`src/rtl/redun_mont_pkg.sv`:
```
// Shared definitions for the redundant-form Montgomery datapath: word geometry,
// the field modulus, the redundant operand type and the converter FSM states.
package redun_mont_pkg;

    localparam int NUM_WRDS = 4;
    localparam int WRD_BITS = 4;
    localparam logic [NUM_WRDS*WRD_BITS-1:0] P = 16'hA001;

    // Each redundant word carries one extra bit above the radix.
    typedef logic [NUM_WRDS-1:0][WRD_BITS:0] redun0_t;

    // One-hot state encoding for redun_to_bin.
    typedef enum logic [3:0] {
        ST_IDLE  = 4'b0001,
        ST_CARRY = 4'b0010,
        ST_SUB   = 4'b0100,
        ST_DONE  = 4'b1000
    } r2b_state_t;

    // Reference value of a redundant operand: sum of word[i] * 2^(WRD_BITS*i).
    // Intended for testbench use only.
    function automatic logic [NUM_WRDS*WRD_BITS+1:0] from_redun(input redun0_t d);
        logic [NUM_WRDS*WRD_BITS+1:0] acc;
        acc = '0;
        for (int i = 0; i < NUM_WRDS; i++) begin
            acc = acc + ((NUM_WRDS*WRD_BITS+2)'(d[i]) << (WRD_BITS*i));
        end
        return acc;
    endfunction

endpackage

```
`src/rtl/redun_word_sub.sv`:
```
// Single-word subtract with borrow: {bout, diff} = a - b - bin.
module redun_word_sub #(
    parameter int WRD_BITS = 4
) (
    input  logic [WRD_BITS-1:0] i_a,
    input  logic [WRD_BITS-1:0] i_b,
    input  logic                i_bin,
    output logic [WRD_BITS-1:0] o_diff,
    output logic                o_bout
);

    logic [WRD_BITS:0] w_full;

    // One extra bit catches the sign of the result, which is the borrow out.
    always_comb begin
        w_full = {1'b0, i_a} - {1'b0, i_b} - {{WRD_BITS{1'b0}}, i_bin};
        o_diff = w_full[WRD_BITS-1:0];
        o_bout = w_full[WRD_BITS];
    end

endmodule

```
`src/rtl/redun_to_bin.sv`:
```
// Redundant-form to canonical binary converter: word-serial carry resolution
// followed by repeated word-serial conditional subtraction of the modulus.
module redun_to_bin
    import redun_mont_pkg::*;
#(
    parameter int                               NUM_WRDS = redun_mont_pkg::NUM_WRDS,
    parameter int                               WRD_BITS = redun_mont_pkg::WRD_BITS,
    parameter logic [NUM_WRDS*WRD_BITS-1:0]     MODULUS  = redun_mont_pkg::P,
    parameter int                               MAX_SUB  = 4
) (
    input  logic                            i_clk,
    input  logic                            i_rst,
    input  redun0_t                         i_dat,
    input  logic                            i_val,
    output logic                            o_rdy,
    output logic [NUM_WRDS*WRD_BITS-1:0]    o_dat,
    output logic                            o_err,
    output logic                            o_val,
    input  logic                            i_rdy
);

    localparam int IW = (NUM_WRDS > 1) ? $clog2(NUM_WRDS) : 1;
    localparam int PW = $clog2(MAX_SUB + 1);
    localparam logic [IW-1:0] LAST_IDX = IW'(NUM_WRDS - 1);

    r2b_state_t                             r_state;
    r2b_state_t                             w_state_next;
    redun0_t                                r_wrd;
    logic [NUM_WRDS-1:0][WRD_BITS-1:0]      r_res;
    logic [NUM_WRDS-2:0][WRD_BITS-1:0]      r_diff;
    logic [1:0]                             r_carry;
    logic [1:0]                             r_ovf;
    logic                                   r_borrow;
    logic [IW-1:0]                          r_idx;
    logic [PW-1:0]                          r_passes;
    logic                                   r_err;

    logic [WRD_BITS-1:0]                    w_mod_wrds [NUM_WRDS];
    logic [WRD_BITS+1:0]                    w_sum;
    logic [WRD_BITS-1:0]                    w_diff;
    logic                                   w_bout;
    logic [2:0]                             w_ext;
    logic                                   w_last;
    logic                                   w_pass_ok;
    logic                                   w_exhaust;

    // Split the modulus into radix words for the word-serial subtractor.
    for (genvar gi = 0; gi < NUM_WRDS; gi++) begin : g_mod
        assign w_mod_wrds[gi] = MODULUS[gi*WRD_BITS +: WRD_BITS];
    end

    redun_word_sub #(.WRD_BITS(WRD_BITS)) u_word_sub (
        .i_a    (r_res[r_idx]),
        .i_b    (w_mod_wrds[r_idx]),
        .i_bin  (r_borrow),
        .o_diff (w_diff),
        .o_bout (w_bout)
    );

    // Carry step, pass acceptance (ext = ovf - borrow >= 0) and pass limit.
    always_comb begin
        w_sum     = (WRD_BITS+2)'(r_wrd[r_idx]) + (WRD_BITS+2)'(r_carry);
        w_ext     = {1'b0, r_ovf} - {2'b00, w_bout};
        w_last    = (r_idx == LAST_IDX);
        w_pass_ok = ~w_ext[2];
        w_exhaust = (r_passes == PW'(MAX_SUB - 1));
    end

    // State register.
    always_ff @(posedge i_clk) begin
        if (i_rst) begin
            r_state <= ST_IDLE;
        end else begin
            r_state <= w_state_next;
        end
    end

    // Next-state decode and the input-ready strobe.
    always_comb begin
        w_state_next = r_state;
        o_rdy        = 1'b0;
        case (r_state)
            ST_IDLE: begin
                o_rdy = ~i_rst;
                if (i_val) w_state_next = ST_CARRY;
            end
            ST_CARRY: begin
                if (w_last) w_state_next = ST_SUB;
            end
            ST_SUB: begin
                if (w_last && (!w_pass_ok || w_exhaust)) w_state_next = ST_DONE;
            end
            ST_DONE: begin
                if (i_rdy) w_state_next = ST_IDLE;
            end
            default: w_state_next = ST_IDLE;
        endcase
    end

    // Datapath: capture, carry resolution and modulus subtraction passes.
    always_ff @(posedge i_clk) begin
        if (i_rst) begin
            r_wrd    <= '0;
            r_res    <= '0;
            r_diff   <= '0;
            r_carry  <= '0;
            r_ovf    <= '0;
            r_borrow <= 1'b0;
            r_idx    <= '0;
            r_passes <= '0;
            r_err    <= 1'b0;
        end else begin
            case (r_state)
                ST_IDLE: begin
                    if (i_val) begin
                        r_wrd   <= i_dat;
                        r_idx   <= '0;
                        r_carry <= '0;
                    end
                end
                ST_CARRY: begin
                    r_res[r_idx] <= w_sum[WRD_BITS-1:0];
                    r_carry      <= w_sum[WRD_BITS+1:WRD_BITS];
                    if (w_last) begin
                        r_ovf    <= w_sum[WRD_BITS+1:WRD_BITS];
                        r_idx    <= '0;
                        r_borrow <= 1'b0;
                        r_passes <= '0;
                    end else begin
                        r_idx <= r_idx + 1'b1;
                    end
                end
                ST_SUB: begin
                    r_borrow <= w_bout;
                    if (!w_last) begin
                        r_diff[r_idx] <= w_diff;
                        r_idx         <= r_idx + 1'b1;
                    end else if (w_pass_ok) begin
                        // Commit the pass; the last word comes straight from the subtractor.
                        for (int i = 0; i < NUM_WRDS - 1; i++) begin
                            r_res[i] <= r_diff[i];
                        end
                        r_res[NUM_WRDS-1] <= w_diff;
                        r_ovf             <= w_ext[1:0];
                        r_passes          <= r_passes + 1'b1;
                        r_idx             <= '0;
                        r_borrow          <= 1'b0;
                        r_err             <= w_exhaust;
                    end else begin
                        r_err <= 1'b0;
                    end
                end
                default: ;
            endcase
        end
    end

    assign o_dat = r_res;
    assign o_err = r_err;
    assign o_val = (r_state == ST_DONE);

endmodule

```
`config.mk`:
```
export PLATFORM = sky130hd
export DESIGN_NAME = redun_to_bin
export DESIGN_NICKNAME = d
export VERILOG_FILES = /design/src/rtl/redun_mont_pkg.sv /design/src/rtl/redun_word_sub.sv /design/src/rtl/redun_to_bin.sv
export SDC_FILE = /design/constraint.sdc
export NUM_CORES = 1
export LEC_CHECK = 0
export BUFFER_PORTS_ARGS = -buffer_cell sky130_fd_sc_hd__buf_2
export CORE_UTILIZATION = 30
export CTS_CLUSTER_SIZE = 8
export DETAILED_ROUTE_END_ITERATION = 10
export PLACE_DENSITY = 0.47
export SLEW_MARGIN = 15
export SYNTH_ARGS = -nofsm -noshare
export SYNTH_HDL_FRONTEND = slang
export SYNTH_SLANG_ARGS = --single-unit
```
`constraint.sdc`:
```
create_clock -name i_clk -period 10.6 [get_ports i_clk]
set_input_delay 2.12 -clock i_clk [delete_from_list [all_inputs] [get_ports i_clk]]
set_output_delay 2.12 -clock i_clk [all_outputs]
set_load 0.01 [all_outputs]
```
==> reports/results.ini, run 1 <==
[place]
placed_area_um2=3517
place_congestion=0.7570
dp_cells=520
place_hpwl_um=5840
portBuffers=42

[pwr]
switchingPower_w=0.0001387
switching_share_pct=27.93
pwr-share-clk_pct=36.9
internal_power_w=0.0003577
max-vdd-ir-drop_uv=69.94
leakage_nw=1.378
power_frac_comb_pct=12.5
seqPwrFrac_pct=50.7
p_per_area_nw_per_um2=134.9

[route]
post_drt_via_cell_ratio=5.073
first_pass_iters=4
routedWlPerCell_um=15.88
num_vias=2714
drtIter0Drc=101
ant_nets=0
routed_wl_um=8497
drcViolationCount=0

[synth]
syn_area_um2=3274
synth_compound_area_share_pct=18.84
ys_seq_elements=63
avgSynthCellArea_um2=8.898
synth.area.mux_share_pct=7.413
syn_inst=368
synth_cell_types=53
ys_dominant_reg_cell=dfxtp_1
synthSimpleGateAreaFrac_pct=20.29
synth_edf_count=0
seq_area_frac_synth_pct=38.52
postSynth.asyncResetShare_pct=0
synth_xor_area_share_pct=1.337
yosys_warnings=0
synth_nets=407
synthAdderAreaFrac_pct=6.420
synth_top_family_by_area=simple AND/OR/NAND/NOR gates

[floorplanning]
io_pins=43
initial_core_util_pct=31.30
core_area_um2=10460
die_h_um=106.5
die-width_um=106.5
die_area_um2=11340
num_rows=37

[clocking]
clockBufferDepth=2
postCtsHoldBufs=0
worstSkewPairLatency_ns=0.35
ctsResizeCount=0
path_clk_slew_ns=0.07
root_buffer=clkbuf_8
postCtsSetupBuffers=0
cts_tree=done
htree_levels=3
cts_num_sinks=63
numCtsBuffers=9

[timing]
fmax_mhz=196.6
tns_ns=0
finalSetupViolCount=0
hold_viol=0
clock_skew_ns=0.006580
drv_slew=0
finalCritPeriodShare_pct=47.97
max_slew.worst_pin.slew_ns=0.8464
relSlewSlack_pct=43.33
rsz0062_at_grt=false
period_minus_slack_ns=5.085

[setup_path]
end_kind=output pin
path_class=in -> out
worstPathRequired_ns=8.48
worstPathMaxFanout=57
cp-start-kind=input pin
cp.arrival_ns=2.97

[hold_path]
hold_class=reg -> reg

[grt]
grt-ovfl-total=0
grt_max_degree=58
globalRouteTotalUtil_pct=16.21
antenna_found_initial=0
first_global_vias=2733
grt_pass1_wl_um=14250

[outcome]
status=finished clean

[cells_and_area]
instances_no_fill=535
syn_to_final_growth_pct=12.42
fin_area_um2=3681
drive_gt1_share_pct=18.30
final_cell_mix=dfxtp_1, nand2_1, buf_2
nNetsFinal=434
layout_commonest_cell=dfxtp_1
diodes=0

[run]
drv_cap=0

-- power by group through the flow --
stage	combinational [W]	clock (W)	sequential, W
6_report	0.0000619	0.000183	0.000252
5_1_grt	0.0000701	0.000199	0.000253
4_1_cts	0.0000626	0.000191	0.000252
3_5_place_dp	0.0000624	0	0.000257
3_3_place_gp	0.0000618	0	0.000257
2_1_floorplan	0.0000484	0	0.000253
-- area by class of cell --
cell class	instances	area [um^2]
flip-flops and latches	63	1261
fillers	1118	6782
clock inverters	4	22.52
repair buffers	43	217.7
clock buffers	11	141.4
inverters	24	90.09
multi-input cells	254	1778
well taps	136	170.2
-- flip-flops by register name, summed over array words and instances, names as in the netlist --
signal and count:
r_wrd 20, o_dat 16, r_diff 12, r_state 4, r_passes 3, r_carry 2
r_idx 2, r_ovf 2, o_err 1, r_borrow 1
-- cells in the mapped netlist (4+ instances only) --
cell / count / area share, %
nor3_1: 9 / 1.4
o21ai_0: 15 / 2.3
mux2i_1: 4 / 1.2
a221oi_1: 9 / 2.4
mux4_2: 9 / 6.2
ha_1: 12 / 4.6
buf_6: 4 / 1.4
o22ai_1: 4 / 0.76
o221ai_1: 4 / 1.1
inv_1: 24 / 2.8
xor2_1: 5 / 1.3
a211oi_1: 6 / 1.4
clkbuf_1: 16 / 1.8
and3_1: 6 / 1.1
buf_2: 5 / 0.76
nor2_1: 25 / 2.9
nand2_1: 54 / 6.2
dfxtp_1: 63 / 39
nand3b_1: 6 / 1.4
a21oi_1: 33 / 5.0
-- stage by stage --
step                hold slack [ns]  setup WS [ns]  power (W)  util [%]
floorplan                    0.4319          5.696  0.0003015         -
global placement             0.4401          5.494  0.0003187     33.62
detailed placement           0.4483          5.491  0.0003195     33.62
CTS                          0.4581          5.493  0.0005048     35.18
global route                 0.4764          5.413  0.0005217     35.18
finish                       0.4557          5.515  0.0004964     35.18
-- worst paths after layout --
check | from | to | slack [ns] | depth (start not counted)
worst max register to register | r_idx[0]$_SDFFE_PP0P_ | o_dat[11]$_SDFFE_PP0P_ | 6.19 | 13
worst min register to register | r_wrd[18]$_SDFFE_PP0P_ | r_wrd[18]$_SDFFE_PP0P_ | 0.46 | 2
worst min-delay path | r_wrd[18]$_SDFFE_PP0P_ | r_wrd[18]$_SDFFE_PP0P_ | 0.46 | 2
worst max-delay path | i_rst | o_rdy | 5.51 | 4
-- routing by layer --
| metal | vias up | part of all wire (%) | GRT usage [%] |
|---|---|---|---|
| li1 | 1381 | - | - |
| met1 | 1263 | 48 | 21.38 |
| met2 | 63 | 47 | 26.76 |
| met3 | 7 | 4.1 | 3.311 |
| met4 | 0 | 0.73 | 4.501 |
| met5 | - | 0 | 0 |
-- cell families after synthesis --
family,after synthesis
adders and majority gates,15
and+or+nand+nor,128
muxes,13
xor gates and xnor gates,5
DFF,63
buffers and inverters,51
AOI/OAI and AO/OA,93
-- worst max-delay path: stages --
cell,delay [ns]
buf_2,0.07
buf_4,0.49
nor2_1,0.10
buf_2,0.16
(Power assumes the default switching activity.)
==> run 2, diff against run 1 <==
--- a/config.mk
+++ b/config.mk
@@ -9,7 +9,7 @@
 export CORE_UTILIZATION = 30
 export CTS_CLUSTER_SIZE = 8
 export DETAILED_ROUTE_END_ITERATION = 10
-export PLACE_DENSITY = 0.47
+export PLACE_DENSITY = 0.49
 export SLEW_MARGIN = 15
 export SYNTH_ARGS = -nofsm -noshare
 export SYNTH_HDL_FRONTEND = slang
==> constraint.sdc (replaced) <==
create_clock -name i_clk -period 4.4 [get_ports i_clk]
set_input_delay 0.88 -clock i_clk [delete_from_list [all_inputs] [get_ports i_clk]]
set_output_delay 0.88 -clock i_clk [all_outputs]
set_load 0.01 [all_outputs]
==> run 2 against run 1 <==
Total power rose by 140%. Clock skew rose by 0.0054 ns. Largest cell class unchanged. Highest routed layer unchanged. Cell area rose by 0.61%. Largest power group unchanged. Clock-buffer cell count did not move.
==> reports/results.ini, run 2 (synthesis results as in run 1) <==
[floorplanning]
initial_core_util_pct=31.30  ; unchanged
die_area_um2=11340  ; unchanged
die-width_um=106.5  ; unchanged
die_h_um=106.5  ; unchanged
num_rows=37  ; unchanged
core_area_um2=10460  ; unchanged
io_pins=43  ; unchanged

[route]
num_vias=2801  ; +3.2%
first_pass_iters=4  ; unchanged
drtIter0Drc=135  ; +34%
post_drt_via_cell_ratio=5.206  ; +2.6%
routedWlPerCell_um=16.59  ; +4.4%
ant_nets=0  ; unchanged
routed_wl_um=8923  ; +5.0%
drcViolationCount=0  ; unchanged

[pwr]
leakage_nw=1.394  ; +1.2%
max-vdd-ir-drop_uv=127.5  ; +82%
p_per_area_nw_per_um2=324.0  ; +140%
fin_total_pwr_w=0.001200  ; +140%

[timing]
rsz0062_at_grt=false
fmax_mhz=256.0
tns_ns=0  ; unchanged
drv_slew=0  ; unchanged
period_minus_slack_ns=3.907
hold_viol=0  ; unchanged
clock_skew_ns=0.01198  ; +0.005399 ns
finalCritPeriodShare_pct=88.78
relSlewSlack_pct=35.04  ; -8.3 points
max_slew.worst_pin.slew_ns=0.9703  ; +0.1239 ns
finalSetupViolCount=0  ; unchanged

[clocking]
clockBufferDepth=2  ; unchanged
worstSkewPairLatency_ns=0.35  ; about the same
ctsResizeCount=0  ; unchanged
cts_num_sinks=63  ; unchanged
postCtsSetupBuffers=0  ; unchanged
cts_tree=done
numCtsBuffers=9  ; unchanged
root_buffer=clkbuf_8
htree_levels=3  ; unchanged
path_clk_slew_ns=0.07  ; about the same
postCtsHoldBufs=0  ; unchanged

[cells_and_area]
diodes=0  ; unchanged
layout_commonest_cell=dfxtp_1
largest_reg_flops=20  ; unchanged
drive_gt1_share_pct=18.91  ; +0.61 points
final_cell_mix=dfxtp_1, nand2_1, buf_2
instances_no_fill=538  ; +0.56%
syn_to_final_growth_pct=13.11
nNetsFinal=437  ; +0.69%
regMostFlops=r_wrd

[grt]
grt_pass1_wl_um=14650  ; +2.8%
globalRouteTotalUtil_pct=16.72  ; +0.51 points
grt-ovfl-total=0  ; unchanged
first_global_vias=2755  ; +0.80%
antenna_found_initial=0  ; unchanged
grt_max_degree=57  ; -1.7%

[hold_path]
hold_class=reg -> reg
hold_depth=2  ; unchanged

[place]
place_congestion=0.8329  ; +10%
place_hpwl_um=6376  ; +9.2%
portBuffers=42  ; unchanged
dp_cells=523  ; +0.58%

[setup_path]
path_class=reg -> reg
worstPathRequired_ns=4.66  ; -3.82 ns
worstPathMaxFanout=8  ; -86%
cp.arrival_ns=4.17  ; +1.20 ns
cp-start-kind=flip-flop
r2r_cells=13  ; unchanged
end_kind=flip-flop

[outcome]
status=finished clean

[run]
drv_cap=0  ; unchanged

-- run 2: changes by cell type in the layout (fill, tap and decap cells not counted) --
cell   delta
buf_4     +3
-- run 2: layout make-up --
type / count / area [um^2]
clock buffers: 11 / 141.4
clock inverters: 4 / 22.52
fillers: 1140 / 6759
inverters: 24 / 90.09
multi-input cells: 254 / 1778
flip-flops and latches: 63 / 1261
well taps: 136 / 170.2
repair buffers: 46 / 240.2
-- run 2: path summary, 6_finish.rpt --
check             slack, ns              startpoint                endpoint
setup / recovery       0.49   r_idx[0]$_SDFFE_PP0P_   o_dat[3]$_SDFFE_PP0P_
hold reg to reg        0.45  r_wrd[18]$_SDFFE_PP0P_  r_wrd[18]$_SDFFE_PP0P_
setup reg to reg       0.49   r_idx[0]$_SDFFE_PP0P_   o_dat[3]$_SDFFE_PP0P_
hold / removal         0.45  r_wrd[18]$_SDFFE_PP0P_  r_wrd[18]$_SDFFE_PP0P_
-- run 2: layer usage --
layer  up-vias  track usage (%)  share of wire [%]
met5         -                0                  0
met4         0            5.186                1.8
met3         9            4.169                6.5
li1       1383                -                  -
met2        92            26.53                 46
met1      1317            22.29                 46
-- run 2: power breakdown --
part | switching [W] | internal, W
Sequential | 0.0000168 | 0.000589
Clock | 0.000225 | 0.000214
Combinational | 0.0000953 | 0.0000599
-- run 2: critical path: stages, from the launching register on --
cell      delay (ns)
dfxtp_1         0.56
inv_1           0.15
ha_1            0.32
fa_1            0.47
fa_1            0.44
nand2_1         0.09
nor2_1          0.05
xor2_1          0.16
ha_1            0.20
ha_1            0.23
and4bb_2        0.39
o221ai_1        0.24
a211o_1         0.38
a41oi_1         0.15
-- run 2: per-stage QoR --
stage	hold slack, ns	instance area, um^2	worst slack [ns]	utilization [%]
6_report	0.4530	3704	0.4935	35.40
5_1_grt	0.4803	3704	0.1590	35.40
4_1_cts	0.4577	3704	0.5218	35.40
3_5_place_dp	0.4478	3540	0.5508	33.83
3_3_place_gp	0.4379	3540	0.6826	33.83
2_1_floorplan	0.4319	3274	0.9178	-
==> run 3, diff against run 2 <==
--- a/config.mk
+++ b/config.mk
@@ -10,6 +10,7 @@
 export CTS_CLUSTER_SIZE = 8
 export DETAILED_ROUTE_END_ITERATION = 10
 export PLACE_DENSITY = 0.49
+export REMOVE_ABC_BUFFERS = 1
 export SLEW_MARGIN = 15
 export SYNTH_ARGS = -nofsm -noshare
 export SYNTH_HDL_FRONTEND = slang
==> run 3 against run 2 <==
Maximum frequency grew 1.2%. Combinational power is essentially flat. Critical endpoint is now o_dat[11]$_SDFFE_PP0P_. Largest power group unchanged. Critical path type unchanged. Sequential cell count is the same.
==> reports/results.ini, run 3 (synthesis results as in run 1) <==
[outcome]
status=finished clean

[grt]
grt_max_degree=32  ; -44%
grt-ovfl-total=0  ; unchanged
first_global_vias=2684  ; -2.6%
grt_pass1_wl_um=14460  ; -1.3%
antenna_found_initial=0  ; unchanged
globalRouteTotalUtil_pct=16.65  ; -0.070 points

[route]
ant_nets=0  ; unchanged
drtIter0Drc=104  ; -23%
num_vias=2747  ; -1.9%
first_pass_iters=4  ; unchanged
routed_wl_um=8804  ; -1.3%
post_drt_via_cell_ratio=5.096  ; -2.1%
drcViolationCount=0  ; unchanged
routedWlPerCell_um=16.33  ; -1.5%

[place]
place_congestion=0.8621  ; +3.5%
dp_slack_ns=0.6085  ; +0.05769 ns
portBuffers=42  ; unchanged
place_hpwl_um=6502  ; +2.0%

[timing]
rsz0062_at_grt=false
tns_ns=0  ; unchanged
fmax_mhz=259.0  ; +1.2%
fin_ws_ns=0.5391  ; +0.04567 ns
finalCritPeriodShare_pct=87.75  ; -1.0 points
drv_slew=0  ; unchanged
hold_viol=0  ; unchanged
max_slew.worst_pin.slew_ns=1.030  ; +0.05990 ns
clock_skew_ns=0.01211  ; +0.0001341 ns
relSlewSlack_pct=31.03  ; -4.0 points
finalSetupViolCount=0  ; unchanged
period_minus_slack_ns=3.861  ; -0.04567 ns

[hold_path]
hold_class=reg -> reg

[clocking]
cts_num_sinks=63  ; unchanged
postCtsSetupBuffers=0  ; unchanged
postCtsHoldBufs=0  ; unchanged
htree_levels=3  ; unchanged
root_buffer=clkbuf_8
clockBufferDepth=2  ; unchanged
worstSkewPairLatency_ns=0.35  ; about the same
cts_tree=done
ctsResizeCount=0  ; unchanged
numCtsBuffers=9  ; unchanged
path_clk_slew_ns=0.07  ; about the same

[floorplanning]
die_h_um=106.5  ; unchanged
num_rows=37  ; unchanged
io_pins=43  ; unchanged
initial_core_util_pct=31.30  ; unchanged
die-width_um=106.5  ; unchanged
die_area_um2=11340  ; unchanged
core_area_um2=10460  ; unchanged

[cells_and_area]
nNetsFinal=437  ; unchanged
utilization_pct=35.96  ; +0.56 points
drive_gt1_share_pct=19.11  ; +0.20 points
syn_to_final_growth_pct=14.90
diodes=0  ; unchanged
regMostFlops=r_wrd
final_cell_mix=dfxtp_1, nand2_1, buf_2
layout_commonest_cell=dfxtp_1
largest_reg_flops=20  ; unchanged

[setup_path]
cp-startpoint=r_idx[0]$_SDFFE_PP0P_
r2r_cells=13  ; unchanged
reg2reg_to=o_dat[11]$_SDFFE_PP0P_
r2r-start=r_idx[0]$_SDFFE_PP0P_
crit_end=o_dat[11]$_SDFFE_PP0P_
worstPathRequired_ns=4.66  ; about the same
cp.arrival_ns=4.13  ; -0.04 ns
ff2ff_setup_slack_ns=0.54  ; +0.05 ns
end_kind=flip-flop
worstPathMaxFanout=8  ; unchanged
cp-start-kind=flip-flop
path_class=reg -> reg

[pwr]
p_per_area_nw_per_um2=353.3  ; +9.0%
max-vdd-ir-drop_uv=140.5  ; +10%
leakage_nw=1.418  ; +1.7%

[run]
drv_cap=0  ; unchanged

-- run 3: report_power, final --
| group | leakage [nW] | internal (W) | switching, W | total, W |
|---|---|---|---|---|
| Combinational | 0.797 | 0.0000600 | 0.0000926 | 0.000153 |
| Sequential | 0.511 | 0.000589 | 0.0000166 | 0.000605 |
| Clock | 0.110 | 0.000335 | 0.000237 | 0.000571 |
-- run 3: worst max-delay path, stage by stage, from the launching register on --
cell	delay (ns)
dfxtp_1	0.53
inv_1	0.14
ha_1	0.33
fa_1	0.47
fa_1	0.44
nand2_1	0.09
nor2_1	0.05
xor2_1	0.16
ha_1	0.20
ha_1	0.23
and4bb_2	0.39
o221ai_1	0.22
a211o_1	0.38
a41oi_1	0.17
-- run 3: through the flow --
step	total power [W]	cells	hold slack, ns	area, um^2
6_report	0.001329	539	0.4539	3762
5_1_grt	0.001393	539	0.4743	3762
4_1_cts	0.001343	539	0.4580	3762
3_5_place_dp	0.0007720	523	0.4477	3540
3_3_place_gp	0.0007703	523	0.4411	3540
2_1_floorplan	0.0007127	341	0.4258	3129
-- run 3: worst min path at each step --
stage | start | to | cells past startpoint
6_report | r_wrd[12]$_SDFFE_PP0P_ | r_wrd[12]$_SDFFE_PP0P_ | 2
3_3_place_gp | r_passes[2]$_SDFFE_PP0P_ | r_passes[2]$_SDFFE_PP0P_ | 2
5_1_grt | r_wrd[13]$_SDFFE_PP0P_ | r_wrd[13]$_SDFFE_PP0P_ | 2
2_1_floorplan | r_passes[2]$_SDFFE_PP0P_ | r_passes[2]$_SDFFE_PP0P_ | 2
3_5_place_dp | r_wrd[13]$_SDFFE_PP0P_ | r_wrd[13]$_SDFFE_PP0P_ | 2
4_1_cts | r_wrd[11]$_SDFFE_PP0P_ | r_wrd[11]$_SDFFE_PP0P_ | 2
-- run 3: layout make-up --
type / count / area [um^2]
fill: 1162 / 6700
tap: 136 / 170.2
clock buffer: 11 / 141.4
timing repair buffer: 46 / 240.2
sequential: 63 / 1261
multi-input combinational: 254 / 1778
clock inverter: 5 / 81.33
inverter: 24 / 90.09
-- run 3: layer usage --
layer	up-vias	global-route usage (%)	routed length (um)
li1	1385	-	-
met1	1298	21.50	4040
met2	51	27.69	4317
met3	13	2.943	291
met4	0	6.164	155
met5	-	0	0
